File: config.mk
export PLATFORM = sky130hd
export DESIGN_NAME = alu_seq_datapath_flat
export DESIGN_NICKNAME = d
export VERILOG_FILES = /design/src/rtl/alu_seq_datapath_if.sv /design/src/rtl/alu_seq_datapath.sv /design/src/flat_wrapper.sv
export SDC_FILE = /design/constraint.sdc
export NUM_CORES = 1
export LEC_CHECK = 0
export ABC_AREA = 1
export CELL_PAD_IN_SITES_DETAIL_PLACEMENT = 0
export CELL_PAD_IN_SITES_GLOBAL_PLACEMENT = 2
export CORE_MARGIN = 3
export CORE_UTILIZATION = 29
export CTS_BUF_LIST = sky130_fd_sc_hd__clkbuf_8
export CTS_CLUSTER_SIZE = 12
export DETAILED_ROUTE_END_ITERATION = 12
export PLACE_DENSITY = 0.95
export SLEW_MARGIN = 30
export SYNTH_ARGS = -nofsm -noshare
export SYNTH_HDL_FRONTEND = slang
export SYNTH_SLANG_ARGS = --single-unit
File: constraint.sdc
create_clock -name phi2 -period 4.77 [get_ports phi2]
set_clock_uncertainty 0.05 [all_clocks]
set_input_delay 0.477 -clock phi2 [delete_from_list [all_inputs] [get_ports phi2]]
set_output_delay 0.477 -clock phi2 [all_outputs]
set_load 0.05 [all_outputs]
File: src/rtl/alu_seq_datapath_if.sv
// ---------------------------------------------------------------------------
// alu_seq_datapath_if
// Groups the operand, control and result signals of the sequenced ALU
// datapath so the sequencer and the datapath connect with a single port.
//   master : sequencer side. Drives start/op/operand selects, operand buses
//            and output enables. Receives busy/done, hold, gated buses and
//            flags.
//   slave  : datapath side, which is the mirror of master.
// ---------------------------------------------------------------------------
interface alu_seq_datapath_if #(
   parameter int unsigned WIDTH = 8
);

   // Request and operation select
   logic             start_i;
   logic [2:0]       op_i;
   logic             a_sel_i;
   logic [1:0]       b_sel_i;
   logic             decimal_i;
   logic             carry_i;

   // Operand buses
   logic [WIDTH-1:0] sysbus_i;
   logic [WIDTH-1:0] dbus_i;
   logic [WIDTH-1:0] adl_i;

   // Output enables
   logic             adl_en_i;
   logic             sb_lo_en_i;
   logic             sb_msb_en_i;

   // Handshake and results
   logic             busy_o;
   logic             done_o;
   logic [WIDTH-1:0] hold_o;
   logic [WIDTH-1:0] adl_o;
   logic [WIDTH-1:0] sb_o;
   logic             c_o;
   logic             v_o;
   logic             n_o;
   logic             z_o;

   modport master (
      output start_i, op_i, a_sel_i, b_sel_i, decimal_i, carry_i,
             sysbus_i, dbus_i, adl_i, adl_en_i, sb_lo_en_i, sb_msb_en_i,
      input  busy_o, done_o, hold_o, adl_o, sb_o, c_o, v_o, n_o, z_o
   );

   modport slave (
      input  start_i, op_i, a_sel_i, b_sel_i, decimal_i, carry_i,
             sysbus_i, dbus_i, adl_i, adl_en_i, sb_lo_en_i, sb_msb_en_i,
      output busy_o, done_o, hold_o, adl_o, sb_o, c_o, v_o, n_o, z_o
   );

endinterface

File: src/rtl/alu_seq_datapath.sv
// ---------------------------------------------------------------------------
// alu_seq_datapath
// Sequenced A/B operand register, ALU and hold-register datapath. The
// datapath runs one operation per start request (IDLE -> LOAD -> EXEC ->
// [ADJ] -> DONE). The optional ADJ cycle performs a BCD correction on SUM.
// Ports:
//   phi2  : clock, rising-edge active.
//   reset : synchronous, active-high reset. Aborts any operation in flight.
//   bus   : alu_seq_datapath_if.slave, which carries the following signals.
//           start/op/carry/decimal are sampled in IDLE.
//           a_sel/b_sel and the operand buses are sampled in LOAD.
//           busy/done form the handshake.
//           hold, the c/v/n/z flags and the gated adl/sb views are the
//           results.
// ---------------------------------------------------------------------------
module alu_seq_datapath #(
   parameter int unsigned WIDTH      = 8,
   parameter bit          DECIMAL_EN = 1'b1
) (
   input  logic              phi2,
   input  logic              reset,
   alu_seq_datapath_if.slave bus
);

   localparam int unsigned WP1 = WIDTH + 1;
   localparam int unsigned NIB = WIDTH / 4;
   // Decimal adjust only exists when the width splits into whole nibbles.
   localparam bit DEC_OK = DECIMAL_EN && ((WIDTH % 4) == 0);

   localparam logic [2:0] OP_SUM = 3'b000;
   localparam logic [2:0] OP_AND = 3'b001;
   localparam logic [2:0] OP_OR  = 3'b010;
   localparam logic [2:0] OP_EOR = 3'b011;
   localparam logic [2:0] OP_SR  = 3'b100;

   typedef enum logic [2:0] {
      IDLE = 3'd0,
      LOAD = 3'd1,
      EXEC = 3'd2,
      ADJ  = 3'd3,
      DONE = 3'd4
   } state_t;

   state_t           state_q;
   state_t           state_d;

   logic [2:0]       op_q;
   logic             dec_q;
   logic             cin_q;
   logic [WIDTH-1:0] a_q;
   logic [WIDTH-1:0] b_q;
   logic [WIDTH-1:0] hold_q;
   logic [NIB-1:0]   nc_q;
   logic             c_q;
   logic             v_q;
   logic             n_q;
   logic             z_q;
   logic             busy_q;
   logic             done_q;

   logic [WIDTH-1:0] b_mux;
   logic [WP1-1:0]   sum_full;
   logic [NIB-1:0]   nib_carry;
   logic [WIDTH-1:0] alu_res;
   logic             alu_c;
   logic             alu_v;
   logic [WIDTH-1:0] adj_res;
   logic             adj_c;

   // Next-state logic
   always_comb begin : fsm_next
      state_d = state_q;
      case (state_q)
         IDLE:    if (bus.start_i) state_d = LOAD;
         LOAD:    state_d = EXEC;
         EXEC:    state_d = ((op_q == OP_SUM) && dec_q) ? ADJ : DONE;
         ADJ:     state_d = DONE;
         DONE:    state_d = IDLE;
         default: state_d = IDLE;
      endcase
   end

   // B operand source select
   always_comb begin : b_select
      b_mux = '0;
      case (bus.b_sel_i)
         2'b00:   b_mux = bus.dbus_i;
         2'b01:   b_mux = ~bus.dbus_i;
         2'b10:   b_mux = bus.adl_i;
         default: b_mux = '0;
      endcase
   end

   // Binary adder, plus the per-nibble carry-outs that the BCD adjust needs
   always_comb begin : adder
      logic [4:0] nsum;
      logic       ncarry;
      sum_full  = WP1'(a_q) + WP1'(b_q) + WP1'(cin_q);
      nib_carry = '0;
      nsum      = '0;
      ncarry    = cin_q;
      for (int unsigned k = 0; k < NIB; k++) begin
         nsum         = 5'(a_q[4*k +: 4]) + 5'(b_q[4*k +: 4]) + 5'(ncarry);
         nib_carry[k] = nsum[4];
         ncarry       = nsum[4];
      end
   end

   // ALU function. The AND/OR/EOR operations leave C/V unchanged. SR leaves V unchanged.
   always_comb begin : alu
      alu_res = a_q & b_q;
      alu_c   = c_q;
      alu_v   = v_q;
      case (op_q)
         OP_SUM: begin
            alu_res = sum_full[WIDTH-1:0];
            alu_c   = sum_full[WIDTH];
            alu_v   = (a_q[WIDTH-1] == b_q[WIDTH-1]) &&
                      (sum_full[WIDTH-1] != a_q[WIDTH-1]);
         end
         OP_AND:  alu_res = a_q & b_q;
         OP_OR:   alu_res = a_q | b_q;
         OP_EOR:  alu_res = a_q ^ b_q;
         OP_SR: begin
            alu_res = {cin_q, a_q[WIDTH-1:1]};
            alu_c   = a_q[0];
         end
         default: alu_res = a_q & b_q;
      endcase
   end

   // BCD adjust on the binary sum held in hold_q. The binary carry has
   // already rippled into each nibble. Only the carry produced by the +6
   // correction ripples further. A nibble's decimal carry is its binary
   // carry-out or its correction carry.
   always_comb begin : bcd_adjust
      logic [4:0] t;
      logic [4:0] u;
      logic       r;
      logic       dc;
      adj_res = hold_q;
      t       = '0;
      u       = '0;
      r       = 1'b0;
      dc      = 1'b0;
      for (int unsigned k = 0; k < NIB; k++) begin
         t = 5'(hold_q[4*k +: 4]) + 5'(r);
         u = ((t > 5'd9) || nc_q[k]) ? (t + 5'd6) : t;
         adj_res[4*k +: 4] = u[3:0];
         r  = u[4];
         dc = nc_q[k] | u[4];
      end
      adj_c = dc;
   end

   // State register, operand/result registers and handshake outputs
   always_ff @(posedge phi2) begin : regs
      if (reset) begin
         state_q <= IDLE;
         op_q    <= '0;
         dec_q   <= 1'b0;
         cin_q   <= 1'b0;
         a_q     <= '0;
         b_q     <= '0;
         hold_q  <= '0;
         nc_q    <= '0;
         c_q     <= 1'b0;
         v_q     <= 1'b0;
         n_q     <= 1'b0;
         z_q     <= 1'b0;
         busy_q  <= 1'b0;
         done_q  <= 1'b0;
      end else begin
         state_q <= state_d;
         busy_q  <= (state_d != IDLE);
         done_q  <= (state_d == DONE);
         case (state_q)
            IDLE: begin
               if (bus.start_i) begin
                  op_q  <= bus.op_i;
                  dec_q <= bus.decimal_i & DEC_OK;
                  cin_q <= bus.carry_i;
               end
            end
            LOAD: begin
               a_q <= bus.a_sel_i ? '0 : bus.sysbus_i;
               b_q <= b_mux;
            end
            EXEC: begin
               hold_q <= alu_res;
               nc_q   <= nib_carry;
               c_q    <= alu_c;
               v_q    <= alu_v;
               n_q    <= alu_res[WIDTH-1];
               z_q    <= (alu_res == '0);
            end
            ADJ: begin
               hold_q <= adj_res;
               c_q    <= adj_c;
               n_q    <= adj_res[WIDTH-1];
               z_q    <= (adj_res == '0);
            end
            default: ;
         endcase
      end
   end

   assign bus.busy_o = busy_q;
   assign bus.done_o = done_q;
   assign bus.hold_o = hold_q;
   assign bus.c_o    = c_q;
   assign bus.v_o    = v_q;
   assign bus.n_o    = n_q;
   assign bus.z_o    = z_q;

   // Gated views of the hold register. Disabled bits read as zero.
   assign bus.adl_o = bus.adl_en_i ? hold_q : '0;
   assign bus.sb_o  = {bus.sb_msb_en_i & hold_q[WIDTH-1],
                       hold_q[WIDTH-2:0] & {(WIDTH-1){bus.sb_lo_en_i}}};

endmodule

File: src/flat_wrapper.sv
// flat-port wrapper written by rule: the top's interface ports become plain ports
module alu_seq_datapath_flat 
#(
   parameter int unsigned WIDTH      = 8,
   parameter bit          DECIMAL_EN = 1'b1
)
  (phi2, reset, bus_start_i, bus_op_i, bus_a_sel_i, bus_b_sel_i, bus_decimal_i, bus_carry_i, bus_sysbus_i, bus_dbus_i, bus_adl_i, bus_adl_en_i, bus_sb_lo_en_i, bus_sb_msb_en_i, bus_busy_o, bus_done_o, bus_hold_o, bus_adl_o, bus_sb_o, bus_c_o, bus_v_o, bus_n_o, bus_z_o);
  alu_seq_datapath_if #(.WIDTH(WIDTH)) bus_i ();
  input  logic phi2;
  input  logic reset;
  input wire logic [$bits(bus_i.start_i)-1:0] bus_start_i;
  input wire logic [$bits(bus_i.op_i)-1:0] bus_op_i;
  input wire logic [$bits(bus_i.a_sel_i)-1:0] bus_a_sel_i;
  input wire logic [$bits(bus_i.b_sel_i)-1:0] bus_b_sel_i;
  input wire logic [$bits(bus_i.decimal_i)-1:0] bus_decimal_i;
  input wire logic [$bits(bus_i.carry_i)-1:0] bus_carry_i;
  input wire logic [$bits(bus_i.sysbus_i)-1:0] bus_sysbus_i;
  input wire logic [$bits(bus_i.dbus_i)-1:0] bus_dbus_i;
  input wire logic [$bits(bus_i.adl_i)-1:0] bus_adl_i;
  input wire logic [$bits(bus_i.adl_en_i)-1:0] bus_adl_en_i;
  input wire logic [$bits(bus_i.sb_lo_en_i)-1:0] bus_sb_lo_en_i;
  input wire logic [$bits(bus_i.sb_msb_en_i)-1:0] bus_sb_msb_en_i;
  output wire logic [$bits(bus_i.busy_o)-1:0] bus_busy_o;
  output wire logic [$bits(bus_i.done_o)-1:0] bus_done_o;
  output wire logic [$bits(bus_i.hold_o)-1:0] bus_hold_o;
  output wire logic [$bits(bus_i.adl_o)-1:0] bus_adl_o;
  output wire logic [$bits(bus_i.sb_o)-1:0] bus_sb_o;
  output wire logic [$bits(bus_i.c_o)-1:0] bus_c_o;
  output wire logic [$bits(bus_i.v_o)-1:0] bus_v_o;
  output wire logic [$bits(bus_i.n_o)-1:0] bus_n_o;
  output wire logic [$bits(bus_i.z_o)-1:0] bus_z_o;
  assign bus_i.start_i = bus_start_i;
  assign bus_i.op_i = bus_op_i;
  assign bus_i.a_sel_i = bus_a_sel_i;
  assign bus_i.b_sel_i = bus_b_sel_i;
  assign bus_i.decimal_i = bus_decimal_i;
  assign bus_i.carry_i = bus_carry_i;
  assign bus_i.sysbus_i = bus_sysbus_i;
  assign bus_i.dbus_i = bus_dbus_i;
  assign bus_i.adl_i = bus_adl_i;
  assign bus_i.adl_en_i = bus_adl_en_i;
  assign bus_i.sb_lo_en_i = bus_sb_lo_en_i;
  assign bus_i.sb_msb_en_i = bus_sb_msb_en_i;
  assign bus_busy_o = bus_i.busy_o;
  assign bus_done_o = bus_i.done_o;
  assign bus_hold_o = bus_i.hold_o;
  assign bus_adl_o = bus_i.adl_o;
  assign bus_sb_o = bus_i.sb_o;
  assign bus_c_o = bus_i.c_o;
  assign bus_v_o = bus_i.v_o;
  assign bus_n_o = bus_i.n_o;
  assign bus_z_o = bus_i.z_o;
  alu_seq_datapath #(.WIDTH(WIDTH), .DECIMAL_EN(DECIMAL_EN)) u_core (.phi2(phi2), .reset(reset), .bus(bus_i));
endmodule
* Word-level counts from Yosys, hierarchy flattened
Cells that the tools add are included.
** Word-level totals
- Output and inout port bits :: 30
- Logic and storage cells :: 72
- Bits of input ports :: 38
- Flip-flop bits (word level) :: 40
** Cells by class
- Equality and inequality tests :: 12
- Bitwise logic cells :: 7
- $lt $le $gt $ge :: 2
- Reductions and logical operators :: 14
- Add/sub/neg operators :: 9
- Muxes and demuxes :: 14
** Operator list (count)
- one-hot mux 8 bit (4 select lines) :: 1
- one-hot mux 8 bit (3 select lines) :: 1
- logical NOT 8 bit :: 2
- two-way mux 8 bit :: 2
- one-hot mux 8 bit (2 select lines) :: 1
- equality test 3 x 2 -> 1 bit (second input constant) :: 4
- one-hot mux 3 bit (4 select lines) :: 1
- adder 4 x 4 -> 5 bit :: 2
- adder 5 x 1 -> 5 bit :: 2
- two-way mux 5 bit :: 2
- adder 8 x 8 -> 9 bit :: 1
- adder 9 x 1 -> 9 bit :: 1
- AND 8 bit :: 1
- NOT 8 bit :: 1
- bitwise OR 8 bit :: 1
- one-hot mux 1 bit (2 select lines) :: 4
- XOR 8 bit :: 1
- AND 7 bit :: 1
- equality test 3 bit (second input constant) :: 2
- logical NOT 3 bit :: 2
- two-way mux 3 bit :: 2
- AND reduction 2 bit :: 3
- adder 4 x 1 -> 5 bit :: 1
- adder 4 x 3 -> 5 bit (second input constant) :: 1
- 16 further kinds :: 18

* Depth between registers and ports, before layout
- Depth after elaboration :: 9
- Depth in mapped cells :: 17
- Mapped depth without buffers :: 17

* Least setup slack after synthesis
No wires, ideal clock.
- Kind :: reg-to-reg
- Start :: reg u_core.hold_q[3], in the netlist u_core.bus.hold_o[3]
- End :: reg u_core.z_q, in the netlist u_core.bus.z_o
- Data required time :: 4656 ps
- Setup time :: 64 ps
- Arrival :: 2338 ps
- Period minus slack after synthesis :: 2453 ps
- Stages on the path, launching flop included :: 16
- Slack :: 2317 ps
- Buffers on the path :: 0
- Path through :: dfxtp_1 o21ai_0 inv_1 ha_1 ha_1 inv_1 nand3_1 nand2_1 nand3_1 nand2_1 nand2_1 nor2_1 nand3_1 nand2_1 nor2_1 nor2_1
** On the way
- Cells in the longest elaborated chain, start to end :: 9
- Elaborated cells on any way between the ends :: 11
- Classes of those cells :: add/sub (3); order compare (2); mux (3); reduce/logical (3)
** Ends and longest elaborated chain
- from (decl) :: RTL line alu_seq_datapath.sv:52 : logic [WIDTH-1:0] hold_q;
- from (signal assigned) :: RTL line alu_seq_datapath.sv:190 : hold_q <= alu_res;
- from (signal assigned) :: RTL line alu_seq_datapath.sv:198 : hold_q <= adj_res;
- greater-than comparator 4 bit :: RTL line alu_seq_datapath.sv:148 : u = ((t > 5'd9) || nc_q[k]) ? (t + 5'd6) : t;
- logical OR 1 bit :: RTL line alu_seq_datapath.sv:148
- two-way mux 5 bit (*) :: RTL line alu_seq_datapath.sv:148
- adder 4 x 1 -> 5 bit :: RTL line alu_seq_datapath.sv:147 : t = 5'(hold_q[4*k +: 4]) + 5'(r);
- greater-than comparator 5 x 4 -> 1 bit :: RTL line alu_seq_datapath.sv:148
- logical OR 1 bit :: RTL line alu_seq_datapath.sv:148
- two-way mux 5 bit :: RTL line alu_seq_datapath.sv:148
- logical NOT 8 bit (*) :: RTL line alu_seq_datapath.sv:201 : z_q <= (adj_res == '0);
- one-hot mux 1 bit (2 select lines) (*) :: RTL line alu_seq_datapath.sv:177 : case (state_q)
- to (signal assigned) :: RTL line alu_seq_datapath.sv:195 : z_q <= (alu_res == '0);
- to (signal assigned) :: RTL line alu_seq_datapath.sv:201
- to (decl) :: RTL line alu_seq_datapath.sv:57 : logic z_q;
Every way passes the cells marked *; elsewhere a longest branch is shown, timed or not.
A chain may end at the register's enable or synchronous reset.

* Worst setup path after layout
- Start :: reg u_core.b_q[0]
- End :: reg u_core.z_q, in the netlist u_core.bus.z_o
** On the way
- Cells in the longest elaborated chain, start to end :: 5
- Elaborated cells on any way between the ends :: 8
- Classes of those cells :: add/sub (2); mux (2); bitwise (3); reduce/logical (1)
** Ends and longest elaborated chain
- from (decl) :: RTL line alu_seq_datapath.sv:51 : logic [WIDTH-1:0] b_q;
- from (signal assigned) :: RTL line alu_seq_datapath.sv:187 : b_q <= b_mux;
- adder 8 x 8 -> 9 bit :: RTL line alu_seq_datapath.sv:98 : sum_full = WP1'(a_q) + WP1'(b_q) + WP1'(cin_q);
- adder 9 x 1 -> 9 bit :: RTL line alu_seq_datapath.sv:98
- one-hot mux 8 bit (4 select lines) (*) :: RTL line alu_seq_datapath.sv:114 : case (op_q)
- logical NOT 8 bit (*) :: RTL line alu_seq_datapath.sv:195
- one-hot mux 1 bit (2 select lines) (*) :: RTL line alu_seq_datapath.sv:177
Marks and branches as above.

==> results.md <==
- The cell type with the largest total area after synthesis is sky130_fd_sc_hd__dfxtp_1.
- STA puts the critical path data required time at between 4 and 5 ns.
- The H-tree generated during clock tree synthesis spans 2 levels.
- The minimum setup slack after placement is roughly 2 ns.
- Synthesis inferred 39 register bits.
- Net switching is between 30% and 40% of the power.
- Clock-pin slew was measured on the worst setup and hold paths at about 0.09 ns.
- After synthesis the cells add up to around 2900 um^2.
- The worst path meets setup with 1.98 ns of slack.
- The final layout net count is 598.
- The number of max-cap violations is 0.
- The fraction of the yosys area taken by sequential cells is 26.5%.
- On the critical path the largest part of the delay comes from adder cells.
- The smallest clock period supported by the final layout is computed as approximately 2.8 ns.
- The flow ran to the end, and the final reports show no timing, DRC or antenna violations.
- The maximum fanout count along the critical path is 4.
- Buffers inserted to repair hold after CTS numbered 0.
- The detailed-routing iteration count for the pre-antenna-repair pass is 4.
- The synthesized design devotes to its leading area cell type between 20% and 30% of total area.
- For the pin with the worst max-slew slack, the measured transition is slightly above 0.5 ns.
- The initial utilization of the core area, before any placement, comes to about 30%.
- The final max-slew violation count was 0.
- The die covers approximately 11000 um^2.
- Entering global routing, the biggest net connects 29 pins.
- The top-level port count is between 60 and 70.
- The cell count after synthesis came out at roughly 470.
- After synthesis, the cell types taking the most area are sky130_fd_sc_hd__dfxtp_1, sky130_fd_sc_hd__nand2_1, sky130_fd_sc_hd__inv_1.
- The synthesized netlist contains 34 unique library cells.
- The aggregate negative setup slack is 0 ns.
- The data arrival time of the worst path is 2.99 ns.
- The number of antenna diodes is 0.
- The maximum clock frequency is approximately 0.36 GHz.
- The nature of the critical path startpoint is a flip-flop.
- Summed over all cells, the static leakage comes to around 1.7 nW.
- The worst relative slew slack is 66.0%.
- The library cell used as clock root buffer is sky130_fd_sc_hd__clkbuf_8.
- The routed wirelength normalized by instance count is about 13 um.
- The area growth from synthesis to layout is 30.7%.
- The count of buffers inserted at the top-level ports is 67.
- For this design the ratio of total power to cell area is 245 nW/um^2.
- The internal power contribution is about 620 uW.
- The number of remaining DRC errors is 0.
- The classification of the worst setup path is flip-flop to flip-flop.
- The total area inside the core boundary comes to around 10000 um^2.
- The signal on the critical path passes through fa_1, inv_1, fa_1, o21bai_1, fa_1, nand3_1, o21ai_0, nor3_2, nand2_1, nor2_1, nand3_1, nor2_1, nor2_1, nor2_1.
- The clock net in this run drives a total of 39 sinks.
- The buffers plus inverters on the worst setup path is 1.
- The average instance area after synthesis is 6.22 um^2.
- Routability-driven placement finished with a final weighted congestion of roughly 0.9.
- The first global-routing pass estimated about 15000 um of wire.
- The number of nets in the synthesized netlist is 535.
- The row count is 36.
- The sequential power share is between 30 and 40%.
- The via count of the first global-routing pass is 3048.
- The count of buffers added by post-CTS timing repair for setup is 0.
- The slowest library cell on the worst path is sky130_fd_sc_hd__fa_1.
- The CTS tree is done.
- Combinational logic is responsible for around 29% of the overall power.
- The post-route antenna net violation count is 0.
- After layout, the worst path uses 58.5% of the clock period.
- The peak ir drop on the vdd network is approximately 0.095 mV.
- From bottom edge to top edge, the die measures between 100 and 150 um.
- The count of endpoints failing setup in the final report is 0.
- For met2 alone, demand over resource in global routing was ~28%.
- The later pin in the worst-skew pair is clocked with a latency of 0.31 ns.
- The via-per-instance ratio is 4.69.
- Summed over all nets, the half-perimeter wirelength after detailed placement is about 7100 um.
- The Yosys step of the flow raised 0 warnings.
- Global routing consumed, on the met3 layer, between 2 and 3% of the routing resources.
- The number of CTS-inserted buffers is 5.
- Across every metal layer, demand over resource in global routing totals 15.5%.
- The die extent in x is approximately 110 um.
- The total net switching power is between 300 and 400 uW.
- Among the stages of the critical path, the cell type that occurs most often is sky130_fd_sc_hd__nor2_1.
- The utilization after layout is roughly 39%.
- In this design, the stage delay of the slowest critical-path cell is about 0.44 ns.
- Of the cells placed in the final design, the portion with a size suffix greater than 1 is under 10%.
- Detailed routing inserted a total of between 3000 and 4000 vias.
- The total length of routed wires is a little under 9000 um.
- The number of hold violations in the final report is 0.
- No sink is reached through more buffers than the 2 on the longest clock path.
- The final global-route overflow total is 0.
- After the first detailed-routing iteration, the DRC count stood at between 150 and 200.
- The overall power is about 940 uW.
- The clock network fraction of total power is between 30 and 40%.
- The path class of the tightest hold or removal check is flip-flop to flip-flop.
- The number of gates resized after cts is 0.
- The worst setup path is captured at a flip-flop.
- Setup repair after global routing left no endpoint under its margin.
- The global routing met1 resource utilization is 18.7%.
- The initial antenna violation count is 0.
- The highest-utilization routing layer at the global route stage is met2.
power groups by stage:
| stage | registers (mW) | logic (mW) | clock network (mW) |
|---|---|---|---|
| 2_1_floorplan | 0.382 | 0.165 | 0 |
| 3_3_place_gp | 0.371 | 0.271 | 0 |
| 3_5_place_dp | 0.372 | 0.271 | 0 |
| 4_1_cts | 0.365 | 0.272 | 0.315 |
| 5_1_grt | 0.368 | 0.300 | 0.325 |
| 6_report | 0.364 | 0.270 | 0.310 |
metal layers:
metal | part of all wire, % | up-vias
li1 | - | 1645
met1 | 45 | 1389
met2 | 47 | 101
met3 | 6.2 | 12
met4 | 1.8 | 0
met5 | 0 | -
flip-flops by register name, summed over array words and instances, names as in the netlist:
| register | cells |
|---|---|
| u_core.state_q | 3 |
| u_core.bus.busy_o | 1 |
| u_core.nc_q | 2 |
| u_core.bus.v_o | 1 |
| u_core.bus.c_o | 1 |
| u_core.bus.z_o | 1 |
| u_core.dec_q | 1 |
| u_core.b_q | 8 |
| u_core.bus.done_o | 1 |
| u_core.a_q | 8 |
| u_core.op_q | 3 |
| u_core.bus.hold_o | 8 |
| u_core.cin_q | 1 |
cell type report:
class	instances	area, um^2
fillers	1135	5970
multi-input cells	338	1790
flip-flops and latches	39	781
repair buffers	68	678
inverters	85	319
well taps	133	166
clock buffers	6	82.6
clock inverters	2	38.8
worst paths after layout:
kind | to | start | cells after the start | slack (ns)
worst max-delay path | u_core.bus.z_o$_SDFFE_PP0P_ | u_core.b_q[0]$_SDFFE_PP0P_ | 14 | 1.98
worst min-delay path | u_core.bus.v_o$_SDFFE_PP0P_ | u_core.bus.v_o$_SDFFE_PP0P_ | 2 | 0.42
worst max register to register | u_core.bus.z_o$_SDFFE_PP0P_ | u_core.b_q[0]$_SDFFE_PP0P_ | 14 | 1.98
worst min register to register | u_core.bus.v_o$_SDFFE_PP0P_ | u_core.bus.v_o$_SDFFE_PP0P_ | 2 | 0.42
layout by cell type, fill, tap and decap left out, drive strengths merged, types with 3 or more instances in the layout:
cell type,instances
clkbuf,6
nand4,7
o211ai,8
fa,3
a211oi,8
ha,20
nand2,134
clkdlybuf4s50,67
nand3,33
nor3,7
a21oi,37
dfxtp,39
nor2,42
o21ai,22
a31oi,5
xor2,3
inv,86
metrics by stage:
step | hold slack [ns] | instance area (um^2) | std cells
after floorplan | 0.400 | 2950 | 474
after global placement | 0.414 | 3730 | 663
after detailed placement | 0.411 | 3730 | 663
after CTS | 0.424 | 3850 | 671
after global routing | 0.447 | 3850 | 671
final | 0.421 | 3850 | 671
worst reg2reg max path, stage by stage, from the launching register on:
cell	delay, ns
sky130_fd_sc_hd__dfxtp_1	0.43
sky130_fd_sc_hd__fa_1	0.25
sky130_fd_sc_hd__inv_1	0.06
sky130_fd_sc_hd__fa_1	0.41
sky130_fd_sc_hd__o21bai_1	0.28
sky130_fd_sc_hd__fa_1	0.44
sky130_fd_sc_hd__nand3_1	0.09
sky130_fd_sc_hd__o21ai_0	0.11
sky130_fd_sc_hd__nor3_2	0.16
sky130_fd_sc_hd__nand2_1	0.07
sky130_fd_sc_hd__nor2_1	0.08
sky130_fd_sc_hd__nand3_1	0.08
sky130_fd_sc_hd__nor2_1	0.09
sky130_fd_sc_hd__nor2_1	0.04
sky130_fd_sc_hd__nor2_1	0.07
cell families after synthesis:
logic type	after synthesis	share of synthesized area (%)
compound gates	86	16.8
xor+xnor	4	1.19
fa+ha+maj	23	10.5
buf+inv	97	12.9
flops	39	26.5
simple gates	225	32.2
synthesized netlist by cell type:
library cell / count
sky130_fd_sc_hd__nor3_4: 1
sky130_fd_sc_hd__nand4_1: 7
sky130_fd_sc_hd__ha_1: 20
sky130_fd_sc_hd__fa_1: 3
sky130_fd_sc_hd__a211oi_1: 8
sky130_fd_sc_hd__inv_1: 77
sky130_fd_sc_hd__xor2_1: 3
sky130_fd_sc_hd__dfxtp_1: 39
sky130_fd_sc_hd__o21ai_1: 1
sky130_fd_sc_hd__or2_0: 1
sky130_fd_sc_hd__buf_1: 1
sky130_fd_sc_hd__o21ai_0: 21
sky130_fd_sc_hd__xnor2_1: 1
sky130_fd_sc_hd__nand3_1: 33
sky130_fd_sc_hd__nor3_1: 5
sky130_fd_sc_hd__nand2_1: 132
sky130_fd_sc_hd__buf_6: 1
sky130_fd_sc_hd__a22o_1: 1
sky130_fd_sc_hd__o211ai_1: 8
sky130_fd_sc_hd__nor2_2: 4
sky130_fd_sc_hd__a31oi_1: 5
sky130_fd_sc_hd__or2_2: 1
sky130_fd_sc_hd__nor3_2: 1
sky130_fd_sc_hd__nand2_2: 2
sky130_fd_sc_hd__buf_4: 1
sky130_fd_sc_hd__buf_2: 3
sky130_fd_sc_hd__a21oi_1: 37
sky130_fd_sc_hd__o311ai_1: 1
sky130_fd_sc_hd__o21bai_1: 1
sky130_fd_sc_hd__clkbuf_1: 6
sky130_fd_sc_hd__nor2_1: 38
sky130_fd_sc_hd__o21a_1: 1
sky130_fd_sc_hd__a22oi_1: 2
sky130_fd_sc_hd__inv_2: 8
(Power assumes the default switching activity.)
